[src/rtl/e203_extend_csr_req_pkg.sv]
// Shared types and constants for the NICE extended-CSR request initiator.
// Holds the FSM state encoding, the default CSR window and the address width.
package e203_extend_csr_pkg;

    localparam int          NICE_CSR_AW  = 32;
    localparam logic [31:0] EXT_CSR_BASE = 32'h0000_0BC0;
    localparam logic [31:0] EXT_CSR_SIZE = 32'd64;

    typedef enum logic [1:0] {
        IDLE = 2'd0,
        REQ  = 2'd1,
        RSP  = 2'd2
    } csr_state_e;

    // Window compare is done in 33 bits so base+size cannot wrap.
    function automatic logic addr_in_window(input logic [31:0] addr,
                                            input logic [31:0] base,
                                            input logic [31:0] size);
        logic [32:0] a;
        logic [32:0] lo;
        logic [32:0] hi;
        a  = {1'b0, addr};
        lo = {1'b0, base};
        hi = {1'b0, base} + {1'b0, size};
        return (a >= lo) && (a < hi);
    endfunction

endpackage

[src/rtl/e203_extend_csr_req_if.sv]
// Bundles the upstream CSR request/response channel and the downstream NICE CSR channel.
// The master modport is the initiator's view; slave is the core/responder environment.
interface e203_extend_csr_req_if;
    import e203_extend_csr_pkg::*;

    logic                   csr_req_valid;
    logic                   csr_req_ready;
    logic [NICE_CSR_AW-1:0] csr_req_addr;
    logic                   csr_req_wr;
    logic [31:0]            csr_req_wdata;

    logic                   csr_rsp_valid;
    logic                   csr_rsp_ready;
    logic [31:0]            csr_rsp_rdata;
    logic                   csr_rsp_err;

    logic                   nice_csr_valid;
    logic                   nice_csr_ready;
    logic [NICE_CSR_AW-1:0] nice_csr_addr;
    logic                   nice_csr_wr;
    logic [31:0]            nice_csr_wdata;
    logic [31:0]            nice_csr_rdata;

    modport master (
        input  csr_req_valid, csr_req_addr, csr_req_wr, csr_req_wdata,
        output csr_req_ready,
        output csr_rsp_valid, csr_rsp_rdata, csr_rsp_err,
        input  csr_rsp_ready,
        output nice_csr_valid, nice_csr_addr, nice_csr_wr, nice_csr_wdata,
        input  nice_csr_ready, nice_csr_rdata
    );

    modport slave (
        output csr_req_valid, csr_req_addr, csr_req_wr, csr_req_wdata,
        input  csr_req_ready,
        input  csr_rsp_valid, csr_rsp_rdata, csr_rsp_err,
        output csr_rsp_ready,
        input  nice_csr_valid, nice_csr_addr, nice_csr_wr, nice_csr_wdata,
        output nice_csr_ready, nice_csr_rdata
    );

endinterface

[src/rtl/e203_extend_csr_req_tmr.sv]
// Timeout counter for a pending downstream request; expired flags the last allowed wait cycle.
// TIMEOUT_CYC of 0 disables expiry entirely.
module e203_extend_csr_req_tmr #(
    parameter int TIMEOUT_CYC = 16
) (
    input  logic clk,
    input  logic rst,
    input  logic clr,
    input  logic en,
    output logic expired
);

    localparam int CW = (TIMEOUT_CYC <= 0) ? 1 : $clog2(TIMEOUT_CYC + 1);
    localparam logic [CW-1:0] LAST = (TIMEOUT_CYC > 0) ? CW'(TIMEOUT_CYC - 1) : '0;
    localparam logic ENABLED = (TIMEOUT_CYC > 0);

    logic [CW-1:0] cnt;

    always_ff @(posedge clk or posedge rst) begin
        if (rst) begin
            cnt <= '0;
        end else if (clr) begin
            cnt <= '0;
        end else if (en) begin
            cnt <= cnt + CW'(1);
        end
    end

    assign expired = ENABLED && en && (cnt == LAST);

endmodule

[src/rtl/e203_extend_csr_req.sv]
// Initiator for one extended-CSR access at a time: range check, NICE handshake, single response.
// Out-of-window accesses and responder timeouts complete with err=1 and zero data.
module e203_extend_csr_req
    import e203_extend_csr_pkg::*;
#(
    parameter logic [31:0] ADDR_BASE   = EXT_CSR_BASE,
    parameter logic [31:0] ADDR_SIZE   = EXT_CSR_SIZE,
    parameter int          TIMEOUT_CYC = 16
) (
    input logic                  clk,
    input logic                  rst,
    e203_extend_csr_req_if.master bus
);

    csr_state_e state_q;
    csr_state_e state_d;

    logic [NICE_CSR_AW-1:0] addr_q;
    logic                   wr_q;
    logic [31:0]            wdata_q;
    logic [31:0]            rdata_q;
    logic                   err_q;

    logic in_window;
    logic accept;
    logic nice_fire;
    logic tmr_clr;
    logic tmr_en;
    logic tmr_expired;

    assign in_window = addr_in_window(bus.csr_req_addr, ADDR_BASE, ADDR_SIZE);
    assign accept    = bus.csr_req_valid && bus.csr_req_ready;
    assign nice_fire = bus.nice_csr_valid && bus.nice_csr_ready;
    assign tmr_clr   = (state_q != REQ);
    assign tmr_en    = (state_q == REQ) && !bus.nice_csr_ready;

    e203_extend_csr_req_tmr #(
        .TIMEOUT_CYC (TIMEOUT_CYC)
    ) u_tmr (
        .clk     (clk),
        .rst     (rst),
        .clr     (tmr_clr),
        .en      (tmr_en),
        .expired (tmr_expired)
    );

    always_ff @(posedge clk or posedge rst) begin
        if (rst) begin
            state_q <= IDLE;
        end else begin
            state_q <= state_d;
        end
    end

    // Request ready is forced low while reset is held, even though the state reads IDLE.
    always_comb begin
        state_d            = state_q;
        bus.csr_req_ready  = 1'b0;
        bus.nice_csr_valid = 1'b0;
        bus.csr_rsp_valid  = 1'b0;
        case (state_q)
            IDLE: begin
                bus.csr_req_ready = !rst;
                if (accept) begin
                    state_d = in_window ? REQ : RSP;
                end
            end
            REQ: begin
                bus.nice_csr_valid = 1'b1;
                if (bus.nice_csr_ready || tmr_expired) begin
                    state_d = RSP;
                end
            end
            RSP: begin
                bus.csr_rsp_valid = 1'b1;
                if (bus.csr_rsp_ready) begin
                    state_d = IDLE;
                end
            end
            default: begin
                state_d = IDLE;
            end
        endcase
    end

    // Ready takes priority over expiry, so a late accept still counts as success.
    always_ff @(posedge clk or posedge rst) begin
        if (rst) begin
            addr_q  <= '0;
            wr_q    <= 1'b0;
            wdata_q <= '0;
            rdata_q <= '0;
            err_q   <= 1'b0;
        end else begin
            if (state_q == IDLE && accept) begin
                addr_q  <= bus.csr_req_addr;
                wr_q    <= bus.csr_req_wr;
                wdata_q <= bus.csr_req_wdata;
                if (!in_window) begin
                    err_q   <= 1'b1;
                    rdata_q <= '0;
                end
            end else if (state_q == REQ) begin
                if (nice_fire) begin
                    rdata_q <= bus.nice_csr_rdata;
                    err_q   <= 1'b0;
                end else if (tmr_expired) begin
                    rdata_q <= '0;
                    err_q   <= 1'b1;
                end
            end
        end
    end

    assign bus.nice_csr_addr  = addr_q;
    assign bus.nice_csr_wr    = wr_q;
    assign bus.nice_csr_wdata = wdata_q;
    assign bus.csr_rsp_rdata  = rdata_q;
    assign bus.csr_rsp_err    = err_q;

endmodule
[src/flat_wrapper.sv]
// flat-port wrapper written by rule: the top's interface ports become plain ports
module e203_extend_csr_req_flat import e203_extend_csr_pkg::*;
#(
    parameter logic [31:0] ADDR_BASE   = EXT_CSR_BASE,
    parameter logic [31:0] ADDR_SIZE   = EXT_CSR_SIZE,
    parameter int          TIMEOUT_CYC = 16
)
  (clk, rst, bus_csr_req_valid, bus_csr_req_addr, bus_csr_req_wr, bus_csr_req_wdata, bus_csr_req_ready, bus_csr_rsp_valid, bus_csr_rsp_rdata, bus_csr_rsp_err, bus_csr_rsp_ready, bus_nice_csr_valid, bus_nice_csr_addr, bus_nice_csr_wr, bus_nice_csr_wdata, bus_nice_csr_ready, bus_nice_csr_rdata);
  e203_extend_csr_req_if bus_i ();
  input logic clk;
  input logic rst;
  input wire logic [$bits(bus_i.csr_req_valid)-1:0] bus_csr_req_valid;
  input wire logic [$bits(bus_i.csr_req_addr)-1:0] bus_csr_req_addr;
  input wire logic [$bits(bus_i.csr_req_wr)-1:0] bus_csr_req_wr;
  input wire logic [$bits(bus_i.csr_req_wdata)-1:0] bus_csr_req_wdata;
  output wire logic [$bits(bus_i.csr_req_ready)-1:0] bus_csr_req_ready;
  output wire logic [$bits(bus_i.csr_rsp_valid)-1:0] bus_csr_rsp_valid;
  output wire logic [$bits(bus_i.csr_rsp_rdata)-1:0] bus_csr_rsp_rdata;
  output wire logic [$bits(bus_i.csr_rsp_err)-1:0] bus_csr_rsp_err;
  input wire logic [$bits(bus_i.csr_rsp_ready)-1:0] bus_csr_rsp_ready;
  output wire logic [$bits(bus_i.nice_csr_valid)-1:0] bus_nice_csr_valid;
  output wire logic [$bits(bus_i.nice_csr_addr)-1:0] bus_nice_csr_addr;
  output wire logic [$bits(bus_i.nice_csr_wr)-1:0] bus_nice_csr_wr;
  output wire logic [$bits(bus_i.nice_csr_wdata)-1:0] bus_nice_csr_wdata;
  input wire logic [$bits(bus_i.nice_csr_ready)-1:0] bus_nice_csr_ready;
  input wire logic [$bits(bus_i.nice_csr_rdata)-1:0] bus_nice_csr_rdata;
  assign bus_i.csr_req_valid = bus_csr_req_valid;
  assign bus_i.csr_req_addr = bus_csr_req_addr;
  assign bus_i.csr_req_wr = bus_csr_req_wr;
  assign bus_i.csr_req_wdata = bus_csr_req_wdata;
  assign bus_csr_req_ready = bus_i.csr_req_ready;
  assign bus_csr_rsp_valid = bus_i.csr_rsp_valid;
  assign bus_csr_rsp_rdata = bus_i.csr_rsp_rdata;
  assign bus_csr_rsp_err = bus_i.csr_rsp_err;
  assign bus_i.csr_rsp_ready = bus_csr_rsp_ready;
  assign bus_nice_csr_valid = bus_i.nice_csr_valid;
  assign bus_nice_csr_addr = bus_i.nice_csr_addr;
  assign bus_nice_csr_wr = bus_i.nice_csr_wr;
  assign bus_nice_csr_wdata = bus_i.nice_csr_wdata;
  assign bus_i.nice_csr_ready = bus_nice_csr_ready;
  assign bus_i.nice_csr_rdata = bus_nice_csr_rdata;
  e203_extend_csr_req #(.ADDR_BASE(ADDR_BASE), .ADDR_SIZE(ADDR_SIZE), .TIMEOUT_CYC(TIMEOUT_CYC)) u_core (.clk(clk), .rst(rst), .bus(bus_i));
endmodule
[config.mk]
export PLATFORM = sky130hd
export DESIGN_NAME = e203_extend_csr_req_flat
export DESIGN_NICKNAME = d
export VERILOG_FILES = /design/src/rtl/e203_extend_csr_req_pkg.sv /design/src/rtl/e203_extend_csr_req_if.sv /design/src/rtl/e203_extend_csr_req_tmr.sv /design/src/rtl/e203_extend_csr_req.sv /design/src/flat_wrapper.sv
export SDC_FILE = /design/constraint.sdc
export NUM_CORES = 1
export LEC_CHECK = 0
export CELL_PAD_IN_SITES_DETAIL_PLACEMENT = 2
export CELL_PAD_IN_SITES_GLOBAL_PLACEMENT = 2
export CORE_ASPECT_RATIO = 1.5
export CORE_MARGIN = 2
export CORE_UTILIZATION = 27
export CTS_BUF_LIST = sky130_fd_sc_hd__clkbuf_8
export DETAILED_ROUTE_END_ITERATION = 6
export GPL_ROUTABILITY_DRIVEN = 0
export PLACE_DENSITY_LB_ADDON = 0.25
export SLEW_MARGIN = 20
export SYNTH_ARGS = -nofsm -noshare
export SYNTH_HDL_FRONTEND = slang
export SYNTH_SLANG_ARGS = --single-unit
export TNS_END_PERCENT = 5
[constraint.sdc]
create_clock -name clk -period 4.4 [get_ports clk]
set_clock_uncertainty 0.1 [all_clocks]
set_input_delay 0.88 -clock clk [delete_from_list [all_inputs] [get_ports clk]]
set_output_delay 0.88 -clock clk [all_outputs]
set_load 0.02 [all_outputs]
# Word-level counts from Yosys, hierarchy flattened
# Index checks and enable logic that the tools add are counted.
[totals] register_bits=105 inputBits=102 wordCells=53
[classes] n_mux=20 reduce_logical=15 n_addsub=1 n_lt_le_gt_ge=2 n_eq_ne=8
[op_table] operator="32-bit two-way mux" count=5
[op_table] operator="32-bit by 12-bit >= comparator with 1-bit output, second input constant" count=1
[op_table] operator="32-bit by 12-bit less-than comparator with 1-bit output, second input constant" count=1
[op_table] operator="5-bit two-way mux" count=2
[op_table] operator="1-bit two-way mux" count=8
[op_table] operator="2-bit two-way mux" count=4
[op_table] operator="1-bit logical AND" count=6
[op_table] operator="2-bit by 1-bit != test with 1-bit output, second input constant" count=3
[op_table] operator="2-bit one-hot mux with 3 select lines" count=1
[op_table] operator="3-bit AND reduction" count=2
[op_table] operator="5-bit by 1-bit adder with 5-bit output, second input constant" count=1
[op_table] operator="5-bit by 4-bit == test with 1-bit output, second input constant" count=1
[op_table] operator="2-bit != test, second input constant" count=2
[op_table] operator="2-bit nonzero test" count=2
[op_table] operator="3-bit nonzero test" count=1
[op_table] operator="2-bit by 1-bit == test with 1-bit output, second input constant" count=1
[op_table] operator="2-bit == test, second input constant" count=1
[op_table] operator="1-bit zero test" count=2
[op_table] operator="2-bit zero test" count=1
[op_table] operator="1-bit logical OR" count=1

# Longest topological paths before layout
# Gate-level depths: netlist (run 1).
[logic_depth] depth_word=7 depth_mapped=8 depth_no_buf=7

# Hierarchy
# Synthesis (run 1) repeated with hierarchy kept, for this count alone.
[unflattened] hier_cells=264 area_unflattened_um2=4286.6
[by_module_without_submodules] mod="e203_extend_csr_req" cells_each=239 area_each_um2=3997.6 n_inst=1 seq_area_each_um2=2502.4
[by_module_without_submodules] mod="e203_extend_csr_req_tmr" cells_each=25 area_each_um2=289.0 n_inst=1 seq_area_each_um2=125.1

# Worst setup path after synthesis (run 1)
# No wires, ideal clock.
[synth_path] kind="input to register" start="input rst" end="register u_core.addr_q[10], in the netlist u_core.bus.nice_csr_addr[10]" slack_ns=2.075 cell_stages=6 path_buffers=3 arrival_ns=2.100 cell_sequence="nor3_2 and2_2 buf_6 buf_6 buf_6 mux2_2"
[synth_between] elab_chain_len=4
[synth_lines] element="from (decl)" line_no="flat_wrapper.sv:11" source="input logic rst;"
[synth_lines] element="1-bit zero test (no source line)"
[synth_lines] element="1-bit two-way mux" line_no="e203_extend_csr_req.sv:61" source="case (state_q)"
[synth_lines] element="1-bit logical AND" line_no="e203_extend_csr_req.sv:32" source="assign accept = bus.csr_req_valid && bus.csr_req_ready;"
[synth_lines] element="1-bit logical AND" line_no="e203_extend_csr_req.sv:95" source="if (state_q == IDLE && accept) begin"
[synth_lines] element="to (signal assigned)" line_no="e203_extend_csr_req.sv:96" source="addr_q <= bus.csr_req_addr;"
[synth_lines] element="to (decl)" line_no="e203_extend_csr_req.sv:18" source="logic [NICE_CSR_AW-1:0] addr_q;"
# No other way between the ends.
# A chain may end at the register's enable or synchronous reset.

# Worst setup path after layout (run 1)
[layout_path] start="input rst" end="output bus_csr_req_ready"
[layout_between] elab_chain_len=2
[layout_lines] element="1-bit zero test (no source line)"
[layout_lines] element="1-bit two-way mux" line_no="e203_extend_csr_req.sv:61"
[layout_lines] element="to (decl)" line_no="flat_wrapper.sv:16" source="output wire logic [$bits(bus_i.csr_req_ready)-1:0] bus_csr_req_ready;"
# No other way between the ends.

==> results of run 1 <==
==> registers in the layout (all words and copies together), names as in the netlist <==
name,flops
u_core.state_q,2
u_core.bus.nice_csr_wdata,32
u_core.bus.nice_csr_wr,1
u_core.bus.nice_csr_addr,32
u_core.u_tmr.cnt,5
u_core.bus.csr_rsp_err,1
u_core.bus.csr_rsp_rdata,32
==> per-layer routing <==
layer  vias up  track usage, %  wire length, um
li1       1338               -                -
met1      1539            17.8             4760
met2       117            28.0             7040
met3        18            3.42              680
met4         0            7.27              334
met5         -               0                0
==> report_power, final <==
group,internal (W),switching (W)
Sequential,0.00110,0.0000677
Clock,0.000206,0.000342
Combinational,0.000407,0.000341
Total,0.00171,0.000751
==> worst paths after layout <==
path                                              from                           to  slack (ns)  cells after the start
max in group asynchronous                          rst          u_core.u_tmr.cnt[3]        2.49                      3
setup / recovery                                   rst            bus_csr_req_ready        1.26                      3
min in group asynchronous                          rst  u_core.bus.csr_rsp_rdata[6]        0.94                      2
hold reg to reg            u_core.bus.nice_csr_addr[5]  u_core.bus.nice_csr_addr[5]        0.40                      1
hold / removal             u_core.bus.nice_csr_addr[5]  u_core.bus.nice_csr_addr[5]        0.40                      1
setup reg to reg                   u_core.u_tmr.cnt[0]            u_core.state_q[1]        1.73                      7
==> cell type report <==
cell class                 instances  area, um2
inverter                           5       21.3
clock inverter                     6       45.0
antenna                            1       2.50
multi-input combinational        136       1360
timing repair buffer             206       2060
tap                              199        249
fill                            1520       8640
clock buffer                       9        124
sequential                       105       2630
==> metrics by stage <==
step | instance area [um2] | cells | total power, W | setup slack (ns) | utilization [%]
2_1_floorplan | 4200 | 263 | 0.00152 | 0.659 | -
3_3_place_gp | 6330 | 651 | 0.00192 | 1.18 | 41.8
3_5_place_dp | 6330 | 651 | 0.00195 | 1.13 | 41.8
4_1_cts | 6490 | 666 | 0.00251 | 1.25 | 42.9
5_1_grt | 6490 | 666 | 0.00258 | 1.23 | 42.9
6_report | 6500 | 667 | 0.00246 | 1.26 | 42.9
==> logic make-up (layout without fill, tap and decap cells) <==
logic type / Yosys count / in the layout / share of synthesized area [%]
other: 0 / 1 / 0
AND/OR/NAND/NOR: 27 / 27 / 4.95
flip-flops: 105 / 105 / 62.6
adder cells (fa/ha/maj): 2 / 2 / 0.596
multiplexers: 66 / 66 / 17.7
buffers and inverters: 22 / 226 / 4.89
AO/OA/AOI/OAI: 38 / 38 / 8.65
XOR/XNOR: 3 / 3 / 0.626
==> critical path, stage by stage <==
cell,delay [ns]
clkdlybuf4s50_1,0.48
nor3_2,0.17
clkdlybuf4s50_1,0.63
==> cell usage in the layout, fill, tap and decap left out, types with 2 or more instances in the layout <==
| master | instances |
|---|---|
| clkdlybuf4s50_1 | 202 |
| dfrtp_1 | 105 |
| a21oi_1 | 2 |
| xor2_1 | 2 |
| clkinvlp_4 | 2 |
| and4bb_2 | 2 |
| mux2_2 | 54 |
| a22o_2 | 18 |
| mux2_1 | 11 |
| nor2_1 | 10 |
| inv_1 | 5 |
| inv_6 | 2 |
| a22o_1 | 14 |
| clkbuf_8 | 9 |
| buf_4 | 3 |
| nand2b_1 | 2 |
| nor4_4 | 3 |
| ha_1 | 2 |
==> impl_metrics.ini, run 1 <==
[cts]
numCtsBuffers = 9
cts_tree = built
clk_latency_ns = 0.36
cts_buffer_depth = 2
cts_hold_buf = 0
h-tree-depth = 3
post_cts_buffers = 0
clock_sinks = 105
clockRootBuffer = clkbuf_8
clkSlewWorstSetupHoldPaths_ns = 0.11
cts_resized = 0

[place]
io_buffer_count = 202
dp_hpwl_mm = 9.79

[sta]
slew_viol_final = 0
period_needed_ns = 3.14
rsz0062_at_grt = false
max_freq_ghz = 0.318
hold-worst-slack_ns = 0.399
worst_pin_slew_ns = 0.949
post-route-period-util_pct = 71.5
slew_headroom_pct = 36.7
setup_tns_ns = 0
hold_violations = 0
finalSetupViolCount = 0

[logic_synthesis]
synth.distinct_cells = 32
synthFlopType = dfrtp_1
synth.avg_cell_area_um2 = 16.0
yosysTopAreaCell = dfrtp_1
syn_nets = 367
syn_area_mm2 = 0.00420
synth_seq_area_share_pct = 62.6
synth-edff-count = 0
async_flop_share_pct = 100
synthTopCellsByCount = dfrtp_1, mux2_2, a22o_2
yosysMostFrequentCell = dfrtp_1
ys_warn_count = 0
synth_top_area_share_pct = 62.6
synth_cells = 263
netlist_top_cells_area = dfrtp_1, mux2_2, a22o_2
synth-seq-cells = 105

[power_and_ir_drop]
power_density_mw_per_mm2 = 379
ir_drop_mv = 0.155
total_leakage_power_nw = 2.69

[final_layout]
drive_gt1_share_pct = 21.4
nNetsFinal = 567
area_delta_synth_final_pct = 54.8

[route]
final_antenna_net_count = 0
wl_mm = 12.8
drc = 0
wire_per_inst_um = 19.2
num_vias = 3012
drt_iter0_drc = 78
firstDrtPassIters = 3
viasPerCell = 4.52

[floorplan]
die_area_mm2 = 0.0166
die_w_um = 106
die_h_um = 157
start_util_pct = 27.7
core_mm2 = 0.0151
io_pins = 203
rows = 55

[worst_setup_path]
critPathLaunchType = primary input
cp.required_ns = 3.42
cp_max_fo = 2
cp.arrival_ns = 2.16
critPathKind = in2out
crit_path_end_kind = primary output

[flow_run]
drv_cap = 0

[global_route]
antenna_found_initial = 1
track_usage_pct = 15.7
grt_pass1_wl_mm = 19.9
overflow = 0
grt_max_degree = 59
grt_pass1_vias = 3464

[outcome]
status = complete, no violations

[worst_hold_path]
hp-class = reg2reg
No activity file was read; power rests on OpenSTA's default activity.
==> run 2, diff against run 1 <==
- clock period: 4.4 -> 3.1 ns (I/O delays scaled with it)
==> run 2 against run 1 <==
- register-to-register slack got worse by 1.0 ns
- die area did not move
- non-clock buffer count is 2 higher
- hold slack hardly changed
- cell area up 0.87%
- global-route usage is 0.38 points higher
- wire length rose by 1.0%
- setup slack got worse by 0.78 ns
- sequential cell count did not move
- critical path type unchanged
- highest routed layer is now met5
==> impl_metrics.ini, run 2 (synthesized netlist as in run 1, its figures left out) <==
[route]
drt_iter0_drc = 92
wire_per_inst_um = 19.3
viasPerCell = 4.54
num_vias = 3040
firstDrtPassIters = 4
drc = 0
final_antenna_net_count = 0
wl_mm = 12.9

[cts]
clk_latency_ns = 0.36
cts_buffer_depth = 2
clockRootBuffer = clkbuf_8
cts_hold_buf = 0
cts_tree = built
h-tree-depth = 3
clock_sinks = 105
cts_resized = 0
post_cts_buffers = 0
clkSlewWorstSetupHoldPaths_ns = 0.10
numCtsBuffers = 9

[power_and_ir_drop]
power.total_w = 0.00355
ir_drop_mv = 0.216
power_density_mw_per_mm2 = 542
total_leakage_power_nw = 2.72

[final_layout]
seqCellArea_mm2 = 0.00263
fill_cells = 1550
post-route-util_pct = 43.3
antenna_cells = 0
area_delta_synth_final_pct = 56.2
layout_common_cells = clkdlybuf4s50_1, dfrtp_1, mux2_2
drive_gt1_share_pct = 22.1
layout_commonest_cell = clkdlybuf4s50_1
nNetsFinal = 569
multiInputGateArea_mm2 = 0.00136
fin_cells = 669

[worst_setup_path]
worstReg2RegStart = u_core.u_tmr.cnt[0]
r2r_end = u_core.bus.csr_rsp_rdata[8]
critPathKind = in2out
crit_path_top_delay_cell = clkdlybuf4s50_1
cpMostUsedCell = clkdlybuf4s50_1
reg2reg_slack_ns = 0.70
critPathLaunchType = primary input
crit_chain = clkdlybuf4s50_1, nor3_2, clkdlybuf4s50_1
cp.required_ns = 2.38
cp_max_fo = 2
cp_slowest_stage_delay_ns = 0.64
crit_path_end_kind = primary output
crit_start = rst
crit_end = bus_csr_req_ready
cp.arrival_ns = 1.91
r2r_cells = 8

[flow_run]
drv_cap = 0

[floorplan]
start_util_pct = 27.7
rows = 55
die_h_um = 157
die_w_um = 106
io_pins = 203
core_mm2 = 0.0151
die_area_mm2 = 0.0166

[sta]
hold_violations = 0
max_freq_ghz = 0.381
period_needed_ns = 2.63
slew_headroom_pct = 61.0
slew_viol_final = 0
setup_tns_ns = 0
worst_pin_slew_ns = 0.585
post-route-period-util_pct = 84.7
rsz0062_at_grt = false
finalSetupViolCount = 0

[place]
io_buffer_count = 202
place_inst = 653
dp_hpwl_mm = 9.72

[global_route]
grt_pass1_wl_mm = 20.5
overflow = 0
grt_pass1_vias = 3550
track_usage_pct = 16.1
antenna_found_initial = 1
grt_max_degree = 106

[worst_hold_path]
hp-class = reg2reg

[outcome]
status = complete, no violations
run 2: cell types whose count changed in the layout (fill, tap and decap cells not counted):
cell        previous run  this run
clkinv_2               0         1
inv_6                  2         3
inv_4                  1         0
inv_1                  5         4
clkinv_4               1         2
clkbuf_8               9        10
diode_2                1         0
clkinvlp_4             2         1
buf_12                 1         3
run 2: metrics by stage:
stage | setup WS, ns | hold slack (ns) | cell area, um2
after floorplan | 1.04 | 0.380 | 4200
after global placement | 0.516 | 0.369 | 6370
after detailed placement | 0.453 | 0.379 | 6370
after CTS | 0.404 | 0.404 | 6550
after global routing | 0.332 | 0.420 | 6550
final | 0.473 | 0.399 | 6550
run 2: how the worst min path moves through the flow:
stage | startpoint | endpoint | slack (ns) | depth (start not counted)
2_1_floorplan | u_core.u_tmr.cnt[4] | u_core.u_tmr.cnt[4] | 0.38 | 2
3_3_place_gp | u_core.bus.nice_csr_wdata[6] | u_core.bus.nice_csr_wdata[6] | 0.37 | 1
3_5_place_dp | u_core.bus.nice_csr_addr[6] | u_core.bus.nice_csr_addr[6] | 0.38 | 1
4_1_cts | u_core.bus.nice_csr_addr[16] | u_core.bus.nice_csr_addr[16] | 0.40 | 1
5_1_grt | u_core.bus.nice_csr_wdata[6] | u_core.bus.nice_csr_wdata[6] | 0.42 | 1
6_report | u_core.bus.nice_csr_addr[16] | u_core.bus.nice_csr_addr[16] | 0.40 | 1
run 2: layout make-up:
class,instances,area share [%]
sequential,105,40.1
timing repair buffer,208,32.1
tap,199,3.80
clock inverter,6,0.745
inverter,5,0.344
clock buffer,10,2.10
multi-input combinational,136,20.8
run 2: power by group:
part | internal, W | switching [W] | total [W] | leakage (nW)
clock network | 0.000326 | 0.000499 | 0.000824 | 0.0976
registers | 0.00155 | 0.0000960 | 0.00165 | 1.32
logic | 0.000584 | 0.000491 | 0.00108 | 1.30
run 2: critical path: cells and delay by family:
| family | cells | cell delay, ns |
|---|---|---|
| simple gates | 1 | 0.18 |
| buf+inv | 2 | 1.11 |
run 2: routing by layer:
| layer | vias to the layer above | part of all wire, % | GRT usage (%) |
|---|---|---|---|
| met2 | 123 | 54 | 29.0 |
| met5 | - | 0.077 | 0 |
| met4 | 2 | 1.9 | 5.45 |
| met1 | 1547 | 37 | 17.8 |
| met3 | 15 | 6.7 | 5.12 |
| li1 | 1353 | - | - |
